===== src/rtl/alu_arbiter.sv =====
// Two-requester arbiter in front of a shared combinational ALU.
// One operation in flight at a time: IDLE grants, EXEC drives the ALU,
// RESP holds the registered response until the consumer takes it.
module alu_arbiter #(
  parameter int unsigned ROUND_ROBIN = 1,
  localparam int unsigned DATA_W = 32,
  localparam int unsigned OP_W = 4
) (
  input  logic              clk,
  input  logic              reset,
  input  logic              r0_valid,
  output logic              r0_ready,
  input  logic [OP_W-1:0]   r0_op,
  input  logic [DATA_W-1:0] r0_a,
  input  logic [DATA_W-1:0] r0_b,
  input  logic              r1_valid,
  output logic              r1_ready,
  input  logic [OP_W-1:0]   r1_op,
  input  logic [DATA_W-1:0] r1_a,
  input  logic [DATA_W-1:0] r1_b,
  output logic [OP_W-1:0]   alu_operation,
  output logic [DATA_W-1:0] alu_operand1,
  output logic [DATA_W-1:0] alu_operand2,
  input  logic [DATA_W-1:0] alu_result,
  input  logic              alu_zero,
  output logic              rsp_valid,
  input  logic              rsp_ready,
  output logic              rsp_id,
  output logic [DATA_W-1:0] rsp_result,
  output logic              rsp_zero,
  output logic              rsp_illegal
);

  localparam logic [OP_W-1:0] OP_FIRST = OP_W'(1);
  localparam logic [OP_W-1:0] OP_LAST  = OP_W'(10);

  typedef enum logic [1:0] {
    S_IDLE = 2'd0,
    S_EXEC = 2'd1,
    S_RESP = 2'd2
  } state_t;

  state_t              r_state;
  state_t              w_next_state;

  logic [OP_W-1:0]     r_op;
  logic [DATA_W-1:0]   r_a;
  logic [DATA_W-1:0]   r_b;
  logic                r_grant;
  logic                r_last_grant;

  logic                r_rsp_valid;
  logic                r_rsp_id;
  logic [DATA_W-1:0]   r_rsp_result;
  logic                r_rsp_zero;
  logic                r_rsp_illegal;

  logic                w_any_valid;
  logic                w_pick1;
  logic                w_accept;
  logic                w_illegal;

  assign w_any_valid = r0_valid | r1_valid;

  // Winner selection: a tie goes to the requester not served last (or to r0 in fixed mode)
  always_comb begin
    w_pick1 = r1_valid;
    if (r0_valid && r1_valid) begin
      w_pick1 = (ROUND_ROBIN != 0) ? ~r_last_grant : 1'b0;
    end
  end

  assign w_accept  = (r_state == S_IDLE) && !reset && w_any_valid;
  assign w_illegal = (r_op < OP_FIRST) || (r_op > OP_LAST);

  // State register
  always_ff @(posedge clk) begin
    if (reset) begin
      r_state <= S_IDLE;
    end else begin
      r_state <= w_next_state;
    end
  end

  // Next state, request handshakes and shared-ALU drive
  always_comb begin
    w_next_state  = r_state;
    r0_ready      = 1'b0;
    r1_ready      = 1'b0;
    alu_operation = '0;
    alu_operand1  = '0;
    alu_operand2  = '0;
    case (r_state)
      S_IDLE: begin
        if (w_accept) begin
          r0_ready     = ~w_pick1;
          r1_ready     = w_pick1;
          w_next_state = S_EXEC;
        end
      end
      S_EXEC: begin
        alu_operation = r_op;
        alu_operand1  = r_a;
        alu_operand2  = r_b;
        w_next_state  = S_RESP;
      end
      S_RESP: begin
        if (rsp_ready) begin
          w_next_state = S_IDLE;
        end
      end
      default: begin
        w_next_state = S_IDLE;
      end
    endcase
  end

  // Latch the winning request and capture the ALU result into the response
  always_ff @(posedge clk) begin
    if (reset) begin
      r_op          <= '0;
      r_a           <= '0;
      r_b           <= '0;
      r_grant       <= 1'b0;
      r_last_grant  <= 1'b1;
      r_rsp_valid   <= 1'b0;
      r_rsp_id      <= 1'b0;
      r_rsp_result  <= '0;
      r_rsp_zero    <= 1'b0;
      r_rsp_illegal <= 1'b0;
    end else begin
      if (w_accept) begin
        r_op         <= w_pick1 ? r1_op : r0_op;
        r_a          <= w_pick1 ? r1_a  : r0_a;
        r_b          <= w_pick1 ? r1_b  : r0_b;
        r_grant      <= w_pick1;
        r_last_grant <= w_pick1;
      end
      if (r_state == S_EXEC) begin
        r_rsp_valid   <= 1'b1;
        r_rsp_id      <= r_grant;
        r_rsp_result  <= w_illegal ? DATA_W'(0) : alu_result;
        r_rsp_zero    <= alu_zero;
        r_rsp_illegal <= w_illegal;
      end else if ((r_state == S_RESP) && rsp_ready) begin
        r_rsp_valid <= 1'b0;
      end
    end
  end

  assign rsp_valid   = r_rsp_valid;
  assign rsp_id      = r_rsp_id;
  assign rsp_result  = r_rsp_result;
  assign rsp_zero    = r_rsp_zero;
  assign rsp_illegal = r_rsp_illegal;

endmodule


===== config.mk =====
export PLATFORM = sky130hd
export DESIGN_NAME = alu_arbiter
export DESIGN_NICKNAME = d
export VERILOG_FILES = /design/src/rtl/alu_arbiter.sv
export SDC_FILE = /design/constraint.sdc
export NUM_CORES = 1
export LEC_CHECK = 0
export ABC_AREA = 1
export CORE_UTILIZATION = 35
export DETAILED_ROUTE_END_ITERATION = 7
export GPL_ROUTABILITY_DRIVEN = 1
export PLACE_DENSITY_LB_ADDON = 0.12
export SKIP_CTS_REPAIR_TIMING = 1
export SYNTH_ARGS = -nofsm -noshare
export SYNTH_HDL_FRONTEND = slang
export SYNTH_SLANG_ARGS = --single-unit
export TNS_END_PERCENT = 10

===== constraint.sdc =====
create_clock -name clk -period 1.5 [get_ports clk]
set_input_delay 0.15 -clock clk [delete_from_list [all_inputs] [get_ports clk]]
set_output_delay 0.15 -clock clk [all_outputs]
set_load 0.01 [all_outputs]

Word level (Yosys, flattened, before mapping)

Index checks and enable logic that the tools add are counted.

Eq/ne operators: 4
Reduce and logical (&&, ||, !) cells: 9
Bitwise gates (word level): 3
Muxes and demuxes: 17
$lt $le $gt $ge: 2

Operators by type and width:

| kind               | number |
|---|---|
| $mux 32            | 5 |
| $mux 4             | 2 |
| $mux 1             | 7 |
| $pmux 2 s3         | 1 |
| $gt 4x4->1 const B | 1 |
| $logic_and 1x1->1  | 4 |
| $lt 4x1->1 const B | 1 |
| $mux 2             | 2 |
| $ne 2x2->1 const B | 2 |
| $eq 2x1->1 const B | 1 |
| $eq 2x2->1 const B | 1 |
| $logic_not 2->1    | 1 |
| $not 1->1          | 2 |
| $reduce_and 2->1   | 1 |
| $reduce_bool 2->1  | 1 |
| $logic_not 1->1    | 1 |
| $logic_or 1x1->1   | 1 |
| $or 1x1->1         | 1 |

Output and inout port bits: 106
Flip-flop bits (word level): 108
Input bits: 174

Logic depth before layout (Yosys ltp)

Depth in word-level cells: 5
Depth in mapped cells: 8
Gate-level depth less buffers: 6

Least setup slack after synthesis

Ideal clock, no wire load.

Path type: flip-flop to output port
Start point: register r_state[1]
End point: output port alu_operand1[0]
Data required time: 1.350 ns
Cell stages (with the launch flop): 6
Arrival: 1.022 ns
Path buffers: 2
Slack: 0.328 ns
Cells stage by stage: dfxtp_1 -> inv_1 -> nand2_2 -> buf_2 -> buf_2 -> nor2_1

Cells in the longest elaborated chain, start to end: 2

RTL lines:

| what                     | line | RTL |
|---|---|---|
| start: declaration       | 43   | `state_t r_state;` |
| start signal: assignment | 81   | `r_state <= w_next_state;` |
| $eq 2x1->1               | 93   | `case (r_state)` |
| $mux 32                  | 93   |  |
| end: declaration         | 22   | `output logic [DATA_W-1:0] alu_operand1,` |

Every way passes these cells.

Worst setup path in the final report

Start point: register r_state[1]
End point: output port alu_operand2[16]

Cells in the longest elaborated chain, start to end: 2

RTL lines:

| what             | line | RTL |
|---|---|---|
| $eq 2x1->1       | 93   |  |
| $mux 32          | 93   |  |
| end: declaration | 23   | `output logic [DATA_W-1:0] alu_operand2,` |

Every way passes these cells.

==> results.json <==
{
  "worst_setup_hold_path_clk_slew_ns": 0.07,
  "routedWlPerCell_um": 13.1,
  "tightest_slew_ns": 0.465,
  "design.die.area_um2": 16700,
  "finalHoldViolCount": 0,
  "layout_cell_share_with_drive_strength_beyond_1": 0.134,
  "hold_path_depth": 6,
  "dpl-instance-area_um2": 8700,
  "cts-buffers-inserted": 9,
  "vias_per_cell": 4.56,
  "worst_r2r_startpoint": "r_state[1]$_SDFFE_PP0P_",
  "final_period_minus_worst_setup_slack_ns": 1.46,
  "detail_route.iter0.violations": 291,
  "clock_path_buffers": 2,
  "grt_pass1_wl_um": 27400,
  "yosysWarningCount": 0,
  "synth.yosys.seq_area_share": 0.381,
  "cp.required_ns": 1.35,
  "r2r_end": "rsp_result[21]$_SDFFE_PP0P_",
  "ant_nets": 0,
  "dieHeight_um": 129,
  "setup_total_negative_slack_ns": 0,
  "max_cap_violations": 0,
  "clkSinkCount": 108,
  "minimum_setup_slack_in_the_final_design_ns": 0.0368,
  "grt_overflow": 0,
  "tritoncts": "yes",
  "power-per-cell-area_nw_per_um2": 833,
  "rr_worst_depth": 8,
  "regArea_um2": 2170,
  "critPathArrivalTime_ns": 1.31,
  "grt_antenna_before_repair": 0,
  "synth.cell_area_um2": 5670,
  "die_width_um": 129,
  "rows": 46,
  "insertedDiodeCount": 0,
  "setup_violations": 0,
  "fillCellCount": 1634,
  "clock_tree.htree_level_count": 3,
  "core-area_um2": 15800,
  "clock-skew-final_ns": 0.00934,
  "critical_path_peak_fanout": 8,
  "synthCells": 918,
  "dr.pass1.iters": 4,
  "dp.cells": 1375,
  "report.final.slew_viol_count": 0,
  "totalWireLength_um": 18200,
  "hold_path.class": "primary input to flip-flop",
  "via_count_of_the_first_global_routing_pass": 5555,
  "place.detailed.hpwl_um": 12100,
  "register_bit_count_reported_by_yosys": 108,
  "post-place-ws_ns": -0.263,
  "fin_cells": 1396,
  "run_status": "completed",
  "layout-area-overhead-vs-synth_pct": 56.6,
  "synth.distinct_cells": 19,
  "vias": 6364,
  "clock_insertion_delay_worst_skew_ns": 0.35,
  "min-delay-start": "reset",
  "final_min_period_over_clock_period": 0.975,
  "static-leakage-power_nw": 3.83,
  "drc": 0,
  "slew_headroom": 0.690,
  "path_class": "flip-flop to primary output",
  "synth.avg_cell_area_um2": 6.18,
  "reg2reg_setup_slack_ns": 0.10,
  "io_buffer_count": 279,
  "worstSetupStartpoint": "r_state[1]$_SDFFE_PP0P_",
  "peakVddDrop_mv": 0.552,
  "final_net_count": 1349,
  "end_of_the_worst_hold_path": "r_last_grant$_SDFFE_PP1N_",
  "gpl.final_weighted_congestion": 0.753,
  "largest_net_degree_at_the_start_of_global_routing": 104,
  "grt_overall_usage": 0.208,
  "synth.net_count": 1092,
  "floorplan.io_pins": 280,
  "multi_input_area_um2": 2820,
  "fmax_ghz": 0.683,
  "grt_setup_unrepaired": "true",
  "cts_root_buffer": "sky130_fd_sc_hd__clkbuf_16",
  "post-route-cell-area_um2": 8880,
  "start_util": 0.358,
  "startpoint_class": "flip-flop",
  "worstSetupEndpointType": "primary output"
}
[cells in the mapped netlist, drive strengths merged]
master,instances,area [um2]
a31oi,1,6.26
o21ai,4,20.0
buf,55,352
nand3b,1,7.51
inv,106,398
dfxtp,108,2160
nand2,314,1190
a21oi,102,510
nand3,105,538
nor2,110,444
clkbuf,12,45.0
[worst max-delay path: stages (launching register included)]
cell                        delay (ns)
sky130_fd_sc_hd__dfxtp_4          0.37
sky130_fd_sc_hd__inv_4            0.07
sky130_fd_sc_hd__nand2_8          0.10
sky130_fd_sc_hd__clkbuf_16        0.20
sky130_fd_sc_hd__nor2_1           0.08
sky130_fd_sc_hd__buf_2            0.14
[layer usage]
layer,track usage,routed length [um],up-vias
met5,0,0,-
met2,0.361,8960,180
met4,0.0623,165,0
met1,0.247,7940,2844
li1,-,-,3328
met3,0.0607,1180,12
[report_power, final]
part | switching, mW | internal [mW] | total (mW)
Sequential | 0.0910 | 3.04 | 3.13
Clock | 1.14 | 1.15 | 2.30
Combinational | 0.982 | 0.985 | 1.97
[per-stage QoR]
stage,power [mW],hold WS (ns),utilization
after floorplan,4.16,0.296,-
after global placement,5.10,0.446,0.550
after detailed placement,5.11,0.455,0.550
after CTS,7.42,0.279,0.568
after global routing,7.82,0.267,0.561
final,7.40,0.269,0.561
[how the worst max path moves through the flow]
stage,cells after the start,slack [ns],end
after floorplan,5,0.33,alu_operand1[0]
after global placement,6,-0.22,r0_ready
after detailed placement,9,-0.26,r_b[3]$_SDFFE_PP0N_
after CTS,5,-0.43,alu_operand1[2]
after global routing,5,-0.04,alu_operand1[16]
final,5,0.04,alu_operand2[16]
[sequential cells by signal, indices dropped and copies added, names as in the netlist]
| signal | count |
|---|---|
| r_op | 4 |
| rsp_valid | 1 |
| r_b | 32 |
| r_a | 32 |
| r_grant | 1 |
| rsp_zero | 1 |
| rsp_illegal | 1 |
| r_last_grant | 1 |
| rsp_id | 1 |
| rsp_result | 32 |
| r_state | 2 |
[cell type report]
cell class	instances	share of cell area
inverter	106	0.0451
sequential	108	0.244
clock buffer	9	0.0254
multi-input combinational	637	0.317
timing repair buffer	313	0.332
clock inverter	7	0.00620
tap	216	0.0304
[kinds of logic after synthesis]
family / Yosys count / share of synthesized area
simple gates: 530 / 0.384
buf+inv: 173 / 0.140
flops: 108 / 0.381
compound gates: 107 / 0.0946
[layout by cell type (no fill, tap or decap), types with 12 or more instances in the layout]
master | Yosys | routed
sky130_fd_sc_hd__buf_4 | 8 | 18
sky130_fd_sc_hd__nand3_1 | 104 | 104
sky130_fd_sc_hd__inv_1 | 105 | 104
sky130_fd_sc_hd__nor2_2 | 0 | 19
sky130_fd_sc_hd__nand2_1 | 310 | 310
sky130_fd_sc_hd__buf_2 | 32 | 51
sky130_fd_sc_hd__dfxtp_1 | 108 | 106
sky130_fd_sc_hd__a21oi_1 | 102 | 101
sky130_fd_sc_hd__nor2_1 | 107 | 84
sky130_fd_sc_hd__clkdlybuf4s50_1 | 0 | 207
sky130_fd_sc_hd__clkbuf_16 | 0 | 12
sky130_fd_sc_hd__clkbuf_2 | 0 | 14
No activity file was read; power rests on OpenSTA's default activity.
